$ cat config.mk
export PLATFORM = sky130hd
export DESIGN_NAME = freelist
export DESIGN_NICKNAME = d
export VERILOG_FILES = /design/src/rtl/freelist.sv
export SDC_FILE = /design/constraint.sdc
export NUM_CORES = 1
export LEC_CHECK = 0
export CORE_MARGIN = 10
export CORE_UTILIZATION = 55
export CTS_BUF_LIST = sky130_fd_sc_hd__clkbuf_4 sky130_fd_sc_hd__clkbuf_8 sky130_fd_sc_hd__clkbuf_16
export CTS_CLUSTER_SIZE = 24
export DETAILED_ROUTE_END_ITERATION = 6
export PLACE_DENSITY_LB_ADDON = 0.08
export SLEW_MARGIN = 20
export SYNTH_ARGS = -nofsm -noshare
export SYNTH_HDL_FRONTEND = slang
export SYNTH_SLANG_ARGS = --single-unit
$ cat constraint.sdc
create_clock -name clock -period 5 [get_ports clock]
set_input_delay 0.75 -clock clock [delete_from_list [all_inputs] [get_ports clock]]
set_output_delay 0.75 -clock clock [all_outputs]
set_load 0.005 [all_outputs]
$ cat src/rtl/freelist.sv
// Circular free list of physical register numbers feeding rename.
// Hands out up to two prds per cycle, reclaims committed old_prds, and rewinds on ROB rollback/walk.
module freelist #(
  parameter int unsigned NUM_PREGS = 64,
  parameter int unsigned NUM_LREGS = 32,
  localparam int unsigned PW = $clog2(NUM_PREGS),
  localparam int unsigned FL_DEPTH = NUM_PREGS - NUM_LREGS,
  localparam int unsigned IW = $clog2(FL_DEPTH),
  localparam int unsigned CW = IW + 1
) (
  input  logic          clock,
  input  logic          reset,
  input  logic          rn2fl_instr0_alloc_req,
  input  logic          rn2fl_instr1_alloc_req,
  output logic [PW-1:0] fl2rn_instr0_prd,
  output logic [PW-1:0] fl2rn_instr1_prd,
  output logic          fl2rn_alloc_ready,
  input  logic          commit0_valid,
  input  logic          commit0_need_to_wb,
  input  logic [PW-1:0] commit0_old_prd,
  input  logic          commit1_valid,
  input  logic          commit1_need_to_wb,
  input  logic [PW-1:0] commit1_old_prd,
  input  logic [1:0]    rob_state,
  input  logic          walking_valid0,
  input  logic          walking_valid1,
  output logic [CW-1:0] fl_free_count,
  output logic          fl_overflow_err
);

  localparam logic [1:0] ROB_STATE_IDLE     = 2'd0;
  localparam logic [1:0] ROB_STATE_ROLLBACK = 2'd1;
  localparam logic [1:0] ROB_STATE_WALK     = 2'd2;
  localparam int unsigned OW = CW + 1;

  logic [PW-1:0] r_entry [FL_DEPTH];
  logic [CW-1:0] r_head;
  logic [CW-1:0] r_arch_head;
  logic [CW-1:0] r_tail;
  logic          r_overflow_err;

  logic          w_rel0;
  logic          w_rel1;
  logic [CW-1:0] w_rel_n;
  logic [CW-1:0] w_alloc_n;
  logic [CW-1:0] w_walk_n;
  logic [CW-1:0] w_adv_n;
  logic [CW-1:0] w_count;
  logic [CW-1:0] w_arch_head_next;
  logic [CW-1:0] w_head_next;
  logic [IW-1:0] w_hidx0;
  logic [IW-1:0] w_hidx1;
  logic [IW-1:0] w_widx0;
  logic [IW-1:0] w_widx1;
  logic          w_fire;
  logic          w_overflow;

  assign w_rel0   = commit0_valid && commit0_need_to_wb;
  assign w_rel1   = commit1_valid && commit1_need_to_wb;
  assign w_rel_n  = CW'(w_rel0) + CW'(w_rel1);
  assign w_count  = r_tail - r_head;

  assign fl2rn_alloc_ready = (w_count >= CW'(2)) && (rob_state == ROB_STATE_IDLE);
  assign w_fire            = fl2rn_alloc_ready;
  assign w_alloc_n = w_fire ? CW'(rn2fl_instr0_alloc_req) + CW'(rn2fl_instr1_alloc_req) : '0;
  assign w_walk_n  = CW'(walking_valid0) + CW'(walking_valid1);

  assign w_hidx0 = r_head[IW-1:0];
  assign w_hidx1 = w_hidx0 + IW'(1);
  assign w_widx0 = r_tail[IW-1:0];
  assign w_widx1 = w_widx0 + IW'(w_rel0);

  assign fl2rn_instr0_prd = r_entry[w_hidx0];
  assign fl2rn_instr1_prd = rn2fl_instr0_alloc_req ? r_entry[w_hidx1] : r_entry[w_hidx0];
  assign fl_free_count    = w_count;
  assign fl_overflow_err  = r_overflow_err;

  assign w_arch_head_next = r_arch_head + w_rel_n;

  always_comb begin
    w_head_next = r_head + w_alloc_n;
    w_adv_n     = w_alloc_n;
    if (rob_state == ROB_STATE_ROLLBACK) begin
      w_head_next = w_arch_head_next;
      w_adv_n     = '0;
    end else if (rob_state == ROB_STATE_WALK) begin
      w_head_next = r_head + w_walk_n;
      w_adv_n     = w_walk_n;
    end
  end

  // Rollback rewinds head to the committed pointer, so it cannot overfill the list.
  assign w_overflow = (rob_state != ROB_STATE_ROLLBACK) &&
                      ((OW'(w_count) + OW'(w_rel_n)) > (OW'(FL_DEPTH) + OW'(w_adv_n)));

  always_ff @(posedge clock) begin
    if (reset) begin
      for (int i = 0; i < int'(FL_DEPTH); i++) begin
        r_entry[i] <= PW'(NUM_LREGS + i);
      end
      r_head         <= '0;
      r_arch_head    <= '0;
      r_tail         <= CW'(FL_DEPTH);
      r_overflow_err <= 1'b0;
    end else begin
      if (w_rel0) r_entry[w_widx0] <= commit0_old_prd;
      if (w_rel1) r_entry[w_widx1] <= commit1_old_prd;
      r_tail      <= r_tail + w_rel_n;
      r_arch_head <= w_arch_head_next;
      r_head      <= w_head_next;
      if (w_overflow) r_overflow_err <= 1'b1;
    end
  end

endmodule
==> results.ini, run 1 <==
[run_status]
status=finished clean

[synth]
ys_seq_elements=211
yosysWarnings=0
syn_avg_cell_area_um2=10.85
synth_area_um2=13740
synth_flop_cell=edfxtp_1
synth_seq_area_share_pct=44.72
netlist_instances=1267
async_flop_share_pct=0
synth_cell_types=54
synth_edf_count=192
syn-num-nets=1317

[detailed_routing]
drc=0
ant_nets=0
vias=11028
detail_route.vias_per_cell=6.893
drt_iter0_markers=1673
wirelength_um=44590
dr.pass1.iters=6
avgRoutedWirePerCell_um=27.87

[final_layout]
syn_to_final_growth_pct=10.01
drive_gt1_share_pct=16.22
layout_commonest_cell=edfxtp_1
sequential_cell_area_um2=6151
final_util_pct=61.81
layout_common_cells=edfxtp_1, nor2_1, nand2_1, mux4_2, a21oi_1
n_antenna_cell=0
fillers=2027
fin_nets=1309
multi_input_area_um2=6988

[timing]
timing.final.crit_share_pct=86.49
period_minus_slack_ns=4.325
final_hold_viol_count=0
final.setup.tns_ns=0
setup_viol=0
rsz0062_at_grt=false
relSlewSlack_pct=20.09
max_freq_mhz=231.2
skew_ns=0.01298
tightestPinTransition_ns=1.195
drv_slew=0

[clocking]
postCtsSetupBuffers=0
clk_path_buf_depth=3
clk_pin_slew_ns=0.06
clkSinkCount=211
cts_max_level=1
clk_latency_ns=0.52
hold_buffers=0
clockRootBuffer=clkbuf_16
cts_tree=done
cts_buffers=24
cts-resized-gates=0

[placement]
io_buffer_count=43
post-dp-hpwl_um=31330
gp_congestion=0.9704

[floorplanning]
die_x_um=178.1
start_util_pct=56.19
row_count=57
die_h_um=178.1
die-area_um2=31710
io-pin-count=44
core_um2=24460

[global_route]
grt_pass1_wl_um=65560
grt_max_degree=99
grt_pass1_vias=10184
grtUsageTotal_pct=27.87
antenna_found_initial=2
grt_overflow=0

[pwr]
leakage_nw=4.555
cellPowerDensity_nw_per_um2=317.6
vdd_drop_max_uv=234.1

[worst_setup_path]
reg2reg_slack_ns=1.16
r2r_cells=12
startpoint=r_head[0]
critPathKind=reg -> out
cpMostUsedCell=mux4_2
critPathCaptureType=output pin
worstPathArrival_ns=3.57
r2r_start=r_tail[1]
crit_end=fl2rn_instr1_prd[4]
slowest_delay_ns=0.60
r2r_end=fl_overflow_err
slowest_stage=mux4_2
crit_fanout=15
critPathRequiredTime_ns=4.25
crit_chain=ha_4 -> buf_4 -> mux4_2 -> mux4_2 -> o22ai_1 -> nor2_1 -> clkdlybuf4s50_1
start_kind=flop

[hold_path]
hold_path_class=reg -> reg

[run]
drv_cap=0

-- cell families (layout without fill, tap and decap cells) --
logic type | count (synthesis) | in the layout | share of synthesized area [%]
buffers and inverters | 143 | 152 | 4.588
AO/OA/AOI/OAI | 238 | 238 | 9.877
multiplexers | 126 | 126 | 20.24
AND/OR/NAND/NOR | 506 | 506 | 16.86
flip-flops | 211 | 211 | 44.72
XOR/XNOR | 17 | 17 | 1.083
adder cells (fa/ha/maj) | 26 | 26 | 2.640
-- synth_stat cells (all sizes together), types with 2 or more instances --
cell,instances,share of area (%)
mux2i,6,0.44
clkbuf,81,2.2
a21o,2,0.11
nor2b,13,0.59
o22ai,8,0.36
and3b,3,0.19
mux4,120,20
nand2,131,3.6
clkinv,2,0.055
or3,16,0.73
nand3,62,2.3
or3b,4,0.25
o32ai,3,0.19
a22oi,2,0.11
and2,3,0.14
a21oi,82,3.0
a31oi,37,1.7
a211oi,5,0.27
nand4,5,0.23
dfxtp,19,2.8
nor2,187,5.1
nand2b,5,0.23
ha,21,1.9
nor3b,5,0.38
nor3,40,1.5
a311oi,3,0.24
a22o,3,0.19
xor2,8,0.51
nor4,10,0.46
o32a,2,0.15
or2,2,0.091
nand3b,16,0.87
o21a,3,0.16
o31ai,8,0.44
inv,26,0.71
buf,34,1.6
fa,5,0.73
and3,2,0.091
o21ai,77,2.8
xnor2,9,0.57
edfxtp,192,42
-- routing by layer --
metal / share of wire (%) / global-route usage [%] / vias up / wire [um]
met5: 0.049 / 0 / - / 22
met4: 4.1 / 10.14 / 4 / 1807
met3: 13 / 6.871 / 130 / 5678
met2: 47 / 44.95 / 749 / 20900
met1: 36 / 35.93 / 5364 / 16190
li1: - / - / 4781 / -
-- critical path: cells and delay by family, from the launching register on --
family / cells / cell delay [ns]
AO/OA/AOI/OAI: 1 / 0.18
multiplexers: 2 / 1.13
buffers and inverters: 2 / 0.83
AND/OR/NAND/NOR: 1 / 0.07
flip-flops: 1 / 0.37
adder cells (fa/ha/maj): 1 / 0.47
-- registers in the layout, summed over array words and instances (netlist names) --
| name | count |
|---|---|
| fl_overflow_err | 1 |
| r_arch_head | 6 |
| r_entry | 192 |
| r_head | 6 |
| r_tail | 6 |
-- metrics by stage --
step | total power, mW | cells | area (um2) | hold WS [ns] | worst slack [ns]
6_report | 4.803 | 1600 | 15120 | 0.5490 | 0.6753
5_1_grt | 4.948 | 1600 | 15120 | 0.5792 | 0.5515
2_1_floorplan | 2.765 | 1267 | 13740 | 0.4730 | 1.239
3_5_place_dp | 3.121 | 1557 | 14370 | 0.5494 | 1.025
4_1_cts | 4.798 | 1600 | 15120 | 0.5677 | 0.6516
3_3_place_gp | 3.112 | 1557 | 14370 | 0.5433 | 1.075
-- worst min path at each step --
stage	startpoint	to	slack, ns	cells past startpoint
final	r_arch_head[5]	r_arch_head[5]	0.55	2
after detailed placement	r_arch_head[5]	r_arch_head[5]	0.55	2
after global routing	r_arch_head[5]	r_arch_head[5]	0.58	2
after CTS	r_arch_head[5]	r_arch_head[5]	0.57	2
after floorplan	r_arch_head[5]	r_arch_head[5]	0.47	2
after global placement	r_arch_head[5]	r_arch_head[5]	0.54	2
-- report_power, final --
| part | leakage [nW] | internal (mW) | switching, mW |
|---|---|---|---|
| clock | 0.374 | 0.986 | 0.725 |
| sequential | 1.75 | 1.96 | 0.0361 |
| combinational | 2.44 | 0.511 | 0.581 |
| total | 4.55 | 3.46 | 1.34 |
-- cell type report --
| class | instances | share of cell area, % |
|---|---|---|
| Clock buffer | 30 | 4.386 |
| Sequential cell | 211 | 40.68 |
| Inverter | 28 | 0.6951 |
| Clock inverter | 13 | 0.5627 |
| Tap cell | 324 | 2.681 |
| Timing Repair Buffer | 81 | 4.783 |
| Multi-Input combinational cell | 913 | 46.21 |
(Power assumes the default switching activity.)
==> inputs of run 2 (changes only) <==
CAP_MARGIN = 20   (was not set)
clock period = 4.3 ns   (was 5 ns; I/O delays follow)
==> results.ini, run 2 (synthesis results as in run 1) <==
[detailed_routing]
dr.pass1.iters=7  ; +1
drc=3  ; +3
detail_route.vias_per_cell=6.857  ; -0.52%
vias=11218  ; +1.7%
ant_nets=0  ; unchanged
drt_iter0_markers=1855  ; +11%
wirelength_um=45610  ; +2.3%
avgRoutedWirePerCell_um=27.88  ; about the same

[floorplanning]
io-pin-count=44  ; unchanged
die_h_um=178.1  ; unchanged
die-area_um2=31710  ; unchanged
start_util_pct=56.19  ; unchanged
core_um2=24460  ; unchanged
row_count=57  ; unchanged
die_x_um=178.1  ; unchanged

[worst_setup_path]
critPathTopFamily=multiplexers
critPathKind=reg -> out
critPathCaptureType=output pin
r2r_end=fl_overflow_err
r2r_start=r_head[2]
r2r_cells=13  ; +1
cpMostUsedCell=mux4_2
crit_chain=ha_4 -> buf_12 -> mux4_2 -> mux4_2 -> o22ai_1 -> nor2_1 -> clkdlybuf4s50_1
slowest_stage=mux4_2
start_kind=flop
cp_num_buf_inv=2  ; unchanged
slowest_delay_ns=0.58  ; -0.02 ns
critPathRequiredTime_ns=3.65  ; -0.60 ns
startpoint=r_head[0]
crit_fanout=16  ; +1
reg2reg_slack_ns=0.45  ; -0.71 ns
worstPathArrival_ns=3.58  ; about the same

[final_layout]
layout_common_cells=edfxtp_1, nor2_1, nand2_1, mux4_2, a21oi_1
layout_commonest_cell=edfxtp_1
fin_nets=1343  ; +2.6%
syn_to_final_growth_pct=12.40
largest_register=r_entry
finalNonFillerCells=1636  ; +2.3%
drive_gt1_share_pct=18.92  ; +2.7 points
largest_reg_flops=192  ; unchanged
fillers=1937  ; -4.4%
final_util_pct=63.15  ; +1.3 points
finish.instance_area_um2=15450  ; +2.2%

[clocking]
cts_max_level=1  ; unchanged
clkSinkCount=211  ; unchanged
cts_buffers=24  ; unchanged
clk_latency_ns=0.52  ; about the same
cts_tree=done
clk_path_buf_depth=3  ; unchanged
clk_pin_slew_ns=0.06  ; about the same
clockRootBuffer=clkbuf_16

[timing]
fin_ws_ns=0.07848  ; -0.5968 ns
max_freq_mhz=236.9
final.setup.tns_ns=0  ; unchanged
period_minus_slack_ns=4.222
relSlewSlack_pct=34.42  ; +14 points
rsz0062_at_grt=false
timing.final.crit_share_pct=98.17
hold-worst-slack_ns=0.5503  ; +0.001339 ns
drv_slew=0  ; unchanged
setup_viol=0  ; unchanged
skew_ns=0.007149  ; -0.005828 ns
tightestPinTransition_ns=0.9827  ; -0.2123 ns
final_hold_viol_count=0  ; unchanged

[global_route]
grt_max_degree=86  ; -13%
grtUsageTotal_pct=28.71  ; +0.84 points
grt_overflow=0  ; unchanged
grt_pass1_wl_um=67860  ; +3.5%
antenna_found_initial=3  ; +1
grt_pass1_vias=10641  ; +4.5%

[placement]
pre_cts_ws_ns=0.3264  ; -0.6984 ns
post-dp-hpwl_um=32180  ; +2.7%
detailed_place.area_um2=14600  ; +1.6%
dpl.cell_count=1587  ; +1.9%
gp_congestion=0.9584  ; -1.2%
io_buffer_count=43  ; unchanged

[hold_path]
whs_path_depth=2  ; unchanged
hold_path_end=r_arch_head[5]
hold_path_class=reg -> reg
min_from=r_arch_head[5]

[run_status]
violations=DRC
status=finished with violations

[run]
drv_cap=0  ; unchanged

[pwr]
leakage_nw=4.752  ; +4.3%
cellPowerDensity_nw_per_um2=369.9  ; +16%
vdd_drop_max_uv=239.3  ; +2.2%
power_mw=5.714  ; +19%

-- run 2: cell types whose count changed in the layout (fill, tap and decap cells not counted), moves of 2 or more --
cell | previous run | this run
clkbuf_8 | 0 | 3
clkbuf_4 | 5 | 8
buf_4 | 37 | 69
clkinvlp_4 | 1 | 3
clkinv_2 | 5 | 1
clkdlybuf4s50_1 | 42 | 39
clkinv_1 | 8 | 5
-- run 2: worst max-delay path by stage --
stage | endpoint | slack (ns) | cells after the start
after floorplan | fl_overflow_err | 0.54 | 15
after global placement | r_entry[26][4] | 0.39 | 8
after detailed placement | r_entry[26][4] | 0.33 | 8
after CTS | fl2rn_instr1_prd[3] | 0.06 | 7
after global routing | fl2rn_instr1_prd[5] | 0.01 | 7
final | fl2rn_instr1_prd[5] | 0.08 | 7
-- run 2: report_power, final --
part | switching (mW) | leakage [nW] | total, mW | internal, mW
clock network | 0.834 | 0.390 | 2.06 | 1.23
logic | 0.697 | 2.62 | 1.32 | 0.626
registers | 0.0458 | 1.75 | 2.33 | 2.28
-- run 2: timing repair --
| action | in CTS | in global routing |
|---|---|---|
| pin swaps | 1 | 1 |
| gates resized for setup | 0 | 4 |
| buffers inserted | 2 | 2 |
| hold buffers | 0 | 0 |
| setup endpoints to repair | 6 | 5 |
-- run 2: metal layers --
layer / global-route usage (%) / share of wire, % / vias to the layer above
li1: - / - / 4860
met1: 37.61 / 36 / 5372
met2: 45.38 / 46 / 857
met3: 6.829 / 14 / 125
met4: 11.39 / 4.1 / 4
met5: 0 / 0.059 / -
-- run 2: layout make-up --
class | instances | area (um2) | share of cell area (%)
Clock buffer | 36 | 726.9 | 4.706
Tap cell | 324 | 405.4 | 2.624
Clock inverter | 8 | 68.82 | 0.4455
Multi-Input combinational cell | 913 | 6994 | 45.27
Sequential cell | 211 | 6151 | 39.82
Antenna cell | 1 | 2.502 | 0.01620
Inverter | 28 | 105.1 | 0.6803
Timing Repair Buffer | 115 | 994.7 | 6.439
-- run 2: worst reg2reg max path: cells and delay by family, from the launching register on --
| family | cells | cell delay [ns] |
|---|---|---|
| adders and majority gates | 2 | 0.63 |
| and+or+nand+nor | 2 | 0.38 |
| buffers and inverters | 1 | 0.35 |
| AOI/OAI and AO/OA | 8 | 2.06 |
| DFF | 1 | 0.31 |
